File: config.mk
export PLATFORM = sky130hd
export DESIGN_NAME = inverse_scaling_flat
export DESIGN_NICKNAME = d
export VERILOG_FILES = /design/src/rtl/ml_scaling_pkg.sv /design/src/rtl/inverse_scaling_if.sv /design/src/rtl/udiv_restoring_step.sv /design/src/rtl/inverse_scaling.sv /design/src/flat_wrapper.sv
export SDC_FILE = /design/constraint.sdc
export NUM_CORES = 1
export LEC_CHECK = 0
export ABC_AREA = 1
export BUFFER_PORTS_ARGS = -buffer_cell sky130_fd_sc_hd__buf_2
export CAP_MARGIN = 40
export CORE_MARGIN = 3
export CORE_UTILIZATION = 55
export DETAILED_ROUTE_END_ITERATION = 10
export PLACE_DENSITY_LB_ADDON = 0.05
export SYNTH_ARGS = -nofsm -noshare
export SYNTH_HDL_FRONTEND = slang
export SYNTH_SLANG_ARGS = --single-unit
File: constraint.sdc
create_clock -name clk -period 5.9 [get_ports clk]
set_clock_uncertainty 0.2 [all_clocks]
set_input_delay 0.885 -clock clk [delete_from_list [all_inputs] [get_ports clk]]
set_output_delay 0.885 -clock clk [all_outputs]
set_load 0.1 [all_outputs]
File: src/rtl/ml_scaling_pkg.sv
// rtl/ml_scaling_pkg.sv - shared types and constants for the ml fixed-point scaling stages
//
// Contents:
//   state_t  : IDLE / CALC / DONE sequencing of the inverse scaling block
//   div_w    : dividend width for a given data width (room for a 31-bit left shift)
//   sat_max  : largest signed value of a given width
//   sat_min  : most negative signed value of a given width
package ml_scaling_pkg;

  typedef enum logic [1:0] {
    IDLE,
    CALC,
    DONE
  } state_t;

  function automatic int div_w(input int data_width);
    return data_width + 31;
  endfunction

  function automatic logic signed [63:0] sat_max(input int width);
    return (64'sd1 <<< (width - 1)) - 64'sd1;
  endfunction

  function automatic logic signed [63:0] sat_min(input int width);
    return -(64'sd1 <<< (width - 1));
  endfunction

endpackage

File: src/rtl/inverse_scaling_if.sv
// rtl/inverse_scaling_if.sv - request/result handshake bundle for inverse_scaling
//
// Ports (master = producer/consumer side, slave = inverse_scaling):
//   in_valid/in_ready                       request handshake
//   in_data, scale_factor, shift_amount     request operands
//   out_valid/out_ready                     result handshake
//   out_data, out_sat, out_div0             result and status flags
interface inverse_scaling_if
  import ml_scaling_pkg::*;
#(
  parameter int DATA_WIDTH  = 32,
  parameter int SCALE_WIDTH = 16
);

  logic                   in_valid;
  logic                   in_ready;
  logic [DATA_WIDTH-1:0]  in_data;
  logic [SCALE_WIDTH-1:0] scale_factor;
  logic [4:0]             shift_amount;
  logic                   out_valid;
  logic                   out_ready;
  logic [DATA_WIDTH-1:0]  out_data;
  logic                   out_sat;
  logic                   out_div0;

  modport master (
    output in_valid, in_data, scale_factor, shift_amount, out_ready,
    input  in_ready, out_valid, out_data, out_sat, out_div0
  );

  modport slave (
    input  in_valid, in_data, scale_factor, shift_amount, out_ready,
    output in_ready, out_valid, out_data, out_sat, out_div0
  );

endinterface

File: src/rtl/udiv_restoring_step.sv
// rtl/udiv_restoring_step.sv - one combinational step of an unsigned restoring divide
//
// Ports:
//   rem_in   partial remainder, always < divisor
//   divisor  unsigned divisor
//   next_bit next dividend bit, MSB first
//   rem_out  updated partial remainder
//   q_bit    quotient bit produced by this step
module udiv_restoring_step
  import ml_scaling_pkg::*;
#(
  parameter int SCALE_WIDTH = 16
) (
  input  logic [SCALE_WIDTH-1:0] rem_in,
  input  logic [SCALE_WIDTH-1:0] divisor,
  input  logic                   next_bit,
  output logic [SCALE_WIDTH-1:0] rem_out,
  output logic                   q_bit
);

  // One extra bit so the shifted remainder never overflows before the compare.
  logic [SCALE_WIDTH:0] trial;

  always_comb begin
    trial   = {rem_in, next_bit};
    q_bit   = (trial >= {1'b0, divisor});
    // After a successful subtract the result is < divisor, so it fits back in SCALE_WIDTH.
    rem_out = q_bit ? SCALE_WIDTH'(trial - {1'b0, divisor}) : trial[SCALE_WIDTH-1:0];
  end

endmodule

File: src/rtl/inverse_scaling.sv
// rtl/inverse_scaling.sv - dequantization: (in_data << shift_amount) / scale_factor with saturation
//
// Ports:
//   clk    rising-edge clock
//   rst_n  asynchronous active-low reset
//   bus    inverse_scaling_if.slave: request (in_*, scale_factor, shift_amount)
//          and registered result (out_data, out_sat, out_div0) with valid/ready
module inverse_scaling
  import ml_scaling_pkg::*;
#(
  parameter int DATA_WIDTH  = 32,
  parameter int SCALE_WIDTH = 16
) (
  input  logic              clk,
  input  logic              rst_n,
  inverse_scaling_if.slave  bus
);

  localparam int DIV_W = div_w(DATA_WIDTH);
  localparam int CNT_W = $clog2(DIV_W);

  localparam logic [DATA_WIDTH-1:0] OUT_MAX = DATA_WIDTH'(sat_max(DATA_WIDTH));
  localparam logic [DATA_WIDTH-1:0] OUT_MIN = DATA_WIDTH'(sat_min(DATA_WIDTH));
  // Largest magnitudes representable with a positive / negative sign.
  localparam logic [DIV_W-1:0]      POS_LIM = DIV_W'(sat_max(DATA_WIDTH));
  localparam logic [DIV_W-1:0]      NEG_LIM = POS_LIM + DIV_W'(1);

  state_t state, state_nxt;

  logic [DIV_W-1:0]       dividend;
  logic [SCALE_WIDTH-1:0] divisor;
  logic [SCALE_WIDTH-1:0] rem;
  logic [DIV_W-1:0]       quot;
  logic [CNT_W-1:0]       bit_cnt;
  logic                   res_neg;
  logic                   in_neg;
  logic                   in_zero;
  logic                   div0;

  logic                   out_valid_r;
  logic [DATA_WIDTH-1:0]  out_data_r;
  logic                   out_sat_r;
  logic                   out_div0_r;

  logic                   in_ready_c;
  logic                   accept;

  // Operand magnitudes: widen by one bit first so the most negative value negates cleanly.
  logic signed [DATA_WIDTH:0]  in_ext;
  logic        [DATA_WIDTH:0]  in_mag;
  logic signed [SCALE_WIDTH:0] scale_ext;
  logic [SCALE_WIDTH-1:0]      scale_mag;
  logic [DIV_W-1:0]            dividend_in;

  logic [SCALE_WIDTH-1:0] rem_nxt;
  logic                   q_bit;

  logic [DATA_WIDTH-1:0]  res_data;
  logic                   res_sat;

  always_comb begin
    in_ext      = {bus.in_data[DATA_WIDTH-1], bus.in_data};
    in_mag      = in_ext[DATA_WIDTH] ? -in_ext : in_ext;
    scale_ext   = {bus.scale_factor[SCALE_WIDTH-1], bus.scale_factor};
    scale_mag   = SCALE_WIDTH'(scale_ext[SCALE_WIDTH] ? -scale_ext : scale_ext);
    dividend_in = DIV_W'(in_mag) << bus.shift_amount;
  end

  udiv_restoring_step #(
    .SCALE_WIDTH (SCALE_WIDTH)
  ) u_step (
    .rem_in   (rem),
    .divisor  (divisor),
    .next_bit (dividend[bit_cnt]),
    .rem_out  (rem_nxt),
    .q_bit    (q_bit)
  );

  // Sign and saturation act on the completed quotient during the first DONE cycle,
  // keeping the wide compare/negate off the divider step path.
  always_comb begin
    res_data = '0;
    res_sat  = 1'b0;
    if (div0) begin
      if (!in_zero) begin
        res_data = in_neg ? OUT_MIN : OUT_MAX;
        res_sat  = 1'b1;
      end
    end else if (!res_neg) begin
      if (quot > POS_LIM) begin
        res_data = OUT_MAX;
        res_sat  = 1'b1;
      end else begin
        res_data = quot[DATA_WIDTH-1:0];
      end
    end else begin
      if (quot > NEG_LIM) begin
        res_data = OUT_MIN;
        res_sat  = 1'b1;
      end else begin
        res_data = -quot[DATA_WIDTH-1:0];
      end
    end
  end

  always_comb begin
    state_nxt  = state;
    in_ready_c = 1'b0;
    case (state)
      IDLE: begin
        in_ready_c = 1'b1;
        if (bus.in_valid) begin
          state_nxt = (bus.scale_factor == '0) ? DONE : CALC;
        end
      end
      CALC: begin
        if (bit_cnt == '0) begin
          state_nxt = DONE;
        end
      end
      DONE: begin
        if (out_valid_r && bus.out_ready) begin
          state_nxt = IDLE;
        end
      end
      default: state_nxt = IDLE;
    endcase
  end

  assign accept = (state == IDLE) && bus.in_valid;

  always_ff @(posedge clk or negedge rst_n) begin
    if (!rst_n) begin
      state <= IDLE;
    end else begin
      state <= state_nxt;
    end
  end

  always_ff @(posedge clk or negedge rst_n) begin
    if (!rst_n) begin
      dividend <= '0;
      divisor  <= '0;
      rem      <= '0;
      quot     <= '0;
      bit_cnt  <= '0;
      res_neg  <= 1'b0;
      in_neg   <= 1'b0;
      in_zero  <= 1'b0;
      div0     <= 1'b0;
    end else if (accept) begin
      dividend <= dividend_in;
      divisor  <= scale_mag;
      rem      <= '0;
      quot     <= '0;
      bit_cnt  <= CNT_W'(DIV_W - 1);
      res_neg  <= bus.in_data[DATA_WIDTH-1] ^ bus.scale_factor[SCALE_WIDTH-1];
      in_neg   <= bus.in_data[DATA_WIDTH-1];
      in_zero  <= (bus.in_data == '0);
      div0     <= (bus.scale_factor == '0);
    end else if (state == CALC) begin
      rem      <= rem_nxt;
      quot     <= {quot[DIV_W-2:0], q_bit};
      bit_cnt  <= bit_cnt - 1'b1;
    end
  end

  // out_valid rises one cycle after DONE is entered and drops on the result handshake.
  always_ff @(posedge clk or negedge rst_n) begin
    if (!rst_n) begin
      out_valid_r <= 1'b0;
      out_data_r  <= '0;
      out_sat_r   <= 1'b0;
      out_div0_r  <= 1'b0;
    end else if (state == DONE) begin
      if (!out_valid_r) begin
        out_valid_r <= 1'b1;
        out_data_r  <= res_data;
        out_sat_r   <= res_sat;
        out_div0_r  <= div0;
      end else if (bus.out_ready) begin
        out_valid_r <= 1'b0;
      end
    end
  end

  assign bus.in_ready  = in_ready_c;
  assign bus.out_valid = out_valid_r;
  assign bus.out_data  = out_data_r;
  assign bus.out_sat   = out_sat_r;
  assign bus.out_div0  = out_div0_r;

endmodule

File: src/flat_wrapper.sv
// flat-port wrapper written by rule: the top's interface ports become plain ports
module inverse_scaling_flat import ml_scaling_pkg::*;
#(
  parameter int DATA_WIDTH  = 32,
  parameter int SCALE_WIDTH = 16
)
  (clk, rst_n, bus_in_valid, bus_in_data, bus_scale_factor, bus_shift_amount, bus_out_ready, bus_in_ready, bus_out_valid, bus_out_data, bus_out_sat, bus_out_div0);
  inverse_scaling_if #(.DATA_WIDTH(DATA_WIDTH), .SCALE_WIDTH(SCALE_WIDTH)) bus_i ();
  input  logic clk;
  input  logic rst_n;
  input wire logic [$bits(bus_i.in_valid)-1:0] bus_in_valid;
  input wire logic [$bits(bus_i.in_data)-1:0] bus_in_data;
  input wire logic [$bits(bus_i.scale_factor)-1:0] bus_scale_factor;
  input wire logic [$bits(bus_i.shift_amount)-1:0] bus_shift_amount;
  input wire logic [$bits(bus_i.out_ready)-1:0] bus_out_ready;
  output wire logic [$bits(bus_i.in_ready)-1:0] bus_in_ready;
  output wire logic [$bits(bus_i.out_valid)-1:0] bus_out_valid;
  output wire logic [$bits(bus_i.out_data)-1:0] bus_out_data;
  output wire logic [$bits(bus_i.out_sat)-1:0] bus_out_sat;
  output wire logic [$bits(bus_i.out_div0)-1:0] bus_out_div0;
  assign bus_i.in_valid = bus_in_valid;
  assign bus_i.in_data = bus_in_data;
  assign bus_i.scale_factor = bus_scale_factor;
  assign bus_i.shift_amount = bus_shift_amount;
  assign bus_i.out_ready = bus_out_ready;
  assign bus_in_ready = bus_i.in_ready;
  assign bus_out_valid = bus_i.out_valid;
  assign bus_out_data = bus_i.out_data;
  assign bus_out_sat = bus_i.out_sat;
  assign bus_out_div0 = bus_i.out_div0;
  inverse_scaling #(.DATA_WIDTH(DATA_WIDTH), .SCALE_WIDTH(SCALE_WIDTH)) u_core (.clk(clk), .rst_n(rst_n), .bus(bus_i));
endmodule
==> summary.txt <==
STA
  – Worst hold slack: 0.186 ns
  – Max-slew headroom: 45.5%
  – Fmax: 0.234 GHz
  – Minimum clock period: 4.28 ns
  – Final setup TNS: 0 ns
  – Unrepaired setup endpoints after global routing: false
  – Worst-Margin Slew: 0.817 ns
  – Final Hold Viols: 0
  – # setup viols final: 0
  – Max-slew violation count: 0
  – Final period utilization: 72.5%

Final layout
  – Final Non-Filler Cells: 2412
  – Layout area overhead: 10.5%
  – Ant diodes: 0
  – Share of cells above drive strength 1: 12.8%
  – Nets@finish: 2144

Pwr
  – Max VDD drop: 0.238 mV
  – Static leakage: 0.00796 uW
  – Power Density: 215 mW/mm2

GRT
  – Vias in the first global route: 13.3k
  – Initial antenna violation count: 1
  – Total GRT Usage: 29.1%
  – Overflow after GRT: 0
  – First-pass GRT wire length: 67700 um
  – Largest net degree at the start of global routing: 121

Clocking
  – Clk sinks: 205
  – H-tree lvl count: 1
  – CTS root buf: clkbuf_16
  – CTS tree: built
  – Clk_lat worst skew: 0.53 ns
  – CTS resizes: 0
  – TritonCTS Buffers: 24
  – CTS Hold Bufs: 0
  – Clock transition at path regs: 0.06 ns
  – Clock buffer depth: 3
  – Setup repair bufs after CTS: 0

Floorplanning
  – Die area: 0.0279 mm2
  – Die width: 167 um
  – Core area: 0.0253 mm2
  – # IOs: 93
  – Row cnt: 58
  – Initial core utilization: 56.4%
  – Chip height: 167 um

Setup path
  – Crit path capture type: flop
  – Critical Path Source Type: flop
  – CP Max Fanout: 40
  – CP Class: reg2reg
  – Critical path required time: 6.12 ns
  – Critical path arrival: 4.50 ns

Detailed routing
  – Drt drc: 0
  – Via/cell ratio: 5.80
  – Via count: 14.0k
  – ANT nets after route: 0
  – Routed length per placed instance: 17.0 um
  – Final wirelength: 41000 um
  – TritonRoute pass-1 iters: 6
  – Drt first-iter violations: 1116

Logic synthesis
  – Ys Warns: 0
  – Largest cells by area after synthesis: dfrtp_1 36%, nand2_1 14%, nand3_1 12%, inv_1 4.8%, nor2_1 3.7%
  – Count leader, synth: nand2_1
  – EDFF count, synth: 0
  – Synth Flop Type: dfrtp_1
  – Sequential area share after synthesis: 35.9%
  – Count of cell types in the netlist: 61
  – Cells after Synth: 2036
  – Most frequent cells after synthesis: 520 x nand2_1, 356 x nand3_1, 205 x dfrtp_1, 184 x inv_1, 141 x nor2_1
  – Largest area contributor in the netlist: dfrtp_1
  – Syn_area_per_cell: 7.01 um2
  – Syn_nets: 2116
  – Post-synth ARST share: 100%
  – Netlist Area Pre-Place: 0.0143 mm2
  – Top cell type's share of synthesized area: 35.9%
  – Seq cells post-synth: 205

Outcome
  – Outcome: finished clean

Placement
  – DP Cell Count: 2368
  – HPWL Detailed: 29800 um
  – Input/output buffers: 92
  – Placer Congestion: 0.934

Job
  – MaxCap Viol Count: 0

Min path
  – Min-Delay Path Class: in2async
[layout make-up]
type                            count  area [um2]
Inverter                          202         758
Clock buffer                       28         636
Sequential cell                   205        5130
Timing Repair Buffer              108         694
Clock inverter                     16         254
Multi-Input combinational cell   1523        7890
Fill cell                        2348        9550
Tap cell                          330         413
[worst paths after layout]
| kind | from | endpoint | slack [ns] | depth (start not counted) |
|---|---|---|---|---|
| worst max-delay path | u_core.bit_cnt[0] | u_core.rem[1] | 1.62 | 23 |
| worst min-delay path | rst_n | u_core.bus.out_data[24] | 0.19 | 1 |
| worst max register to register | u_core.bit_cnt[0] | u_core.rem[1] | 1.62 | 23 |
| worst min register to register | u_core.divisor[3] | u_core.divisor[3] | 0.29 | 2 |
| max in group asynchronous | rst_n | u_core.dividend[12] | 4.18 | 2 |
| min in group clk | u_core.divisor[3] | u_core.divisor[3] | 0.29 | 2 |
[through the flow]
stage                     instance area (um2)  setup WS (ns)  total power (uW)  util, %
after floorplan                         14300           2.71              1630        -
after global placement                  14700           1.77              1750     58.2
after detailed placement                14900           1.64              1750     58.8
after CTS                               15800           1.64              3410     62.3
after global routing                    15800           1.03              3510     62.3
final                                   15800           1.62              3390     62.3
[cells by family (layout without fill, tap and decap cells)]
family / after synthesis / count (layout) / synth area share, %
simple gates: 1143 / 1143 / 36.1
buf+inv: 308 / 354 / 8.92
compound gates: 306 / 306 / 13.8
flops: 205 / 205 / 35.9
xor+xnor: 51 / 51 / 3.13
fa+ha+maj: 23 / 23 / 2.07
[per-layer routing]
metal | wire [um] | track usage [%] | vias to the layer above
met1 | 18500 | 41.6 | 6554
met4 | 1660 | 10.2 | 0
li1 | - | - | 6847
met2 | 18500 | 46.2 | 478
met3 | 2380 | 3.54 | 112
met5 | 0 | 0 | -
[state kept, by name (all words and copies together), names as in the netlist]
name                  cells
u_core.state              2
u_core.bus.out_div0       1
u_core.bus.out_data      32
u_core.rem               16
u_core.div0               1
u_core.bus.out_sat        1
u_core.in_zero            1
u_core.bit_cnt            6
u_core.res_neg            1
u_core.dividend          63
u_core.in_neg             1
u_core.divisor           16
u_core.quot              63
u_core.bus.out_valid      1
[cell usage in the layout (no fill, tap or decap), types with 22 or more instances in the layout]
cell and count:
a21oi_1 34, o22ai_1 77, dfrtp_1 205, nand4_1 34
inv_1 183, nand2_1 519, o21ai_0 104, ha_1 22
a21boi_1 23, or2_2 26, clkbuf_16 24, xor2_1 40
buf_2 91, nor2_1 138, nand3_1 356
[worst max-delay path: stages (launching register included)]
cell      delay (ns)
dfrtp_1         0.32
buf_4           0.31
clkinv_1        0.63
a21oi_1         0.30
o21ai_0         0.10
nand3_1         0.10
nand3_1         0.07
nand4_1         0.08
nand3_1         0.09
nand2_1         0.09
inv_1           0.06
ha_1            0.17
inv_1           0.08
nand3_1         0.08
nand2_2         0.10
a21oi_2         0.08
o21ai_4         0.19
nand3_2         0.09
nand2_1         0.09
nand2_2         0.05
nand2_2         0.43
inv_1           0.19
nor2_1          0.14
o21ai_0         0.10
[power breakdown]
group	switching (uW)	internal [uW]	leakage, uW
registers	0	1410	0.00248
logic	232	93.1	0.00504
clock network	622	1040	0.000438
Power figures use the tool's default switching activity.
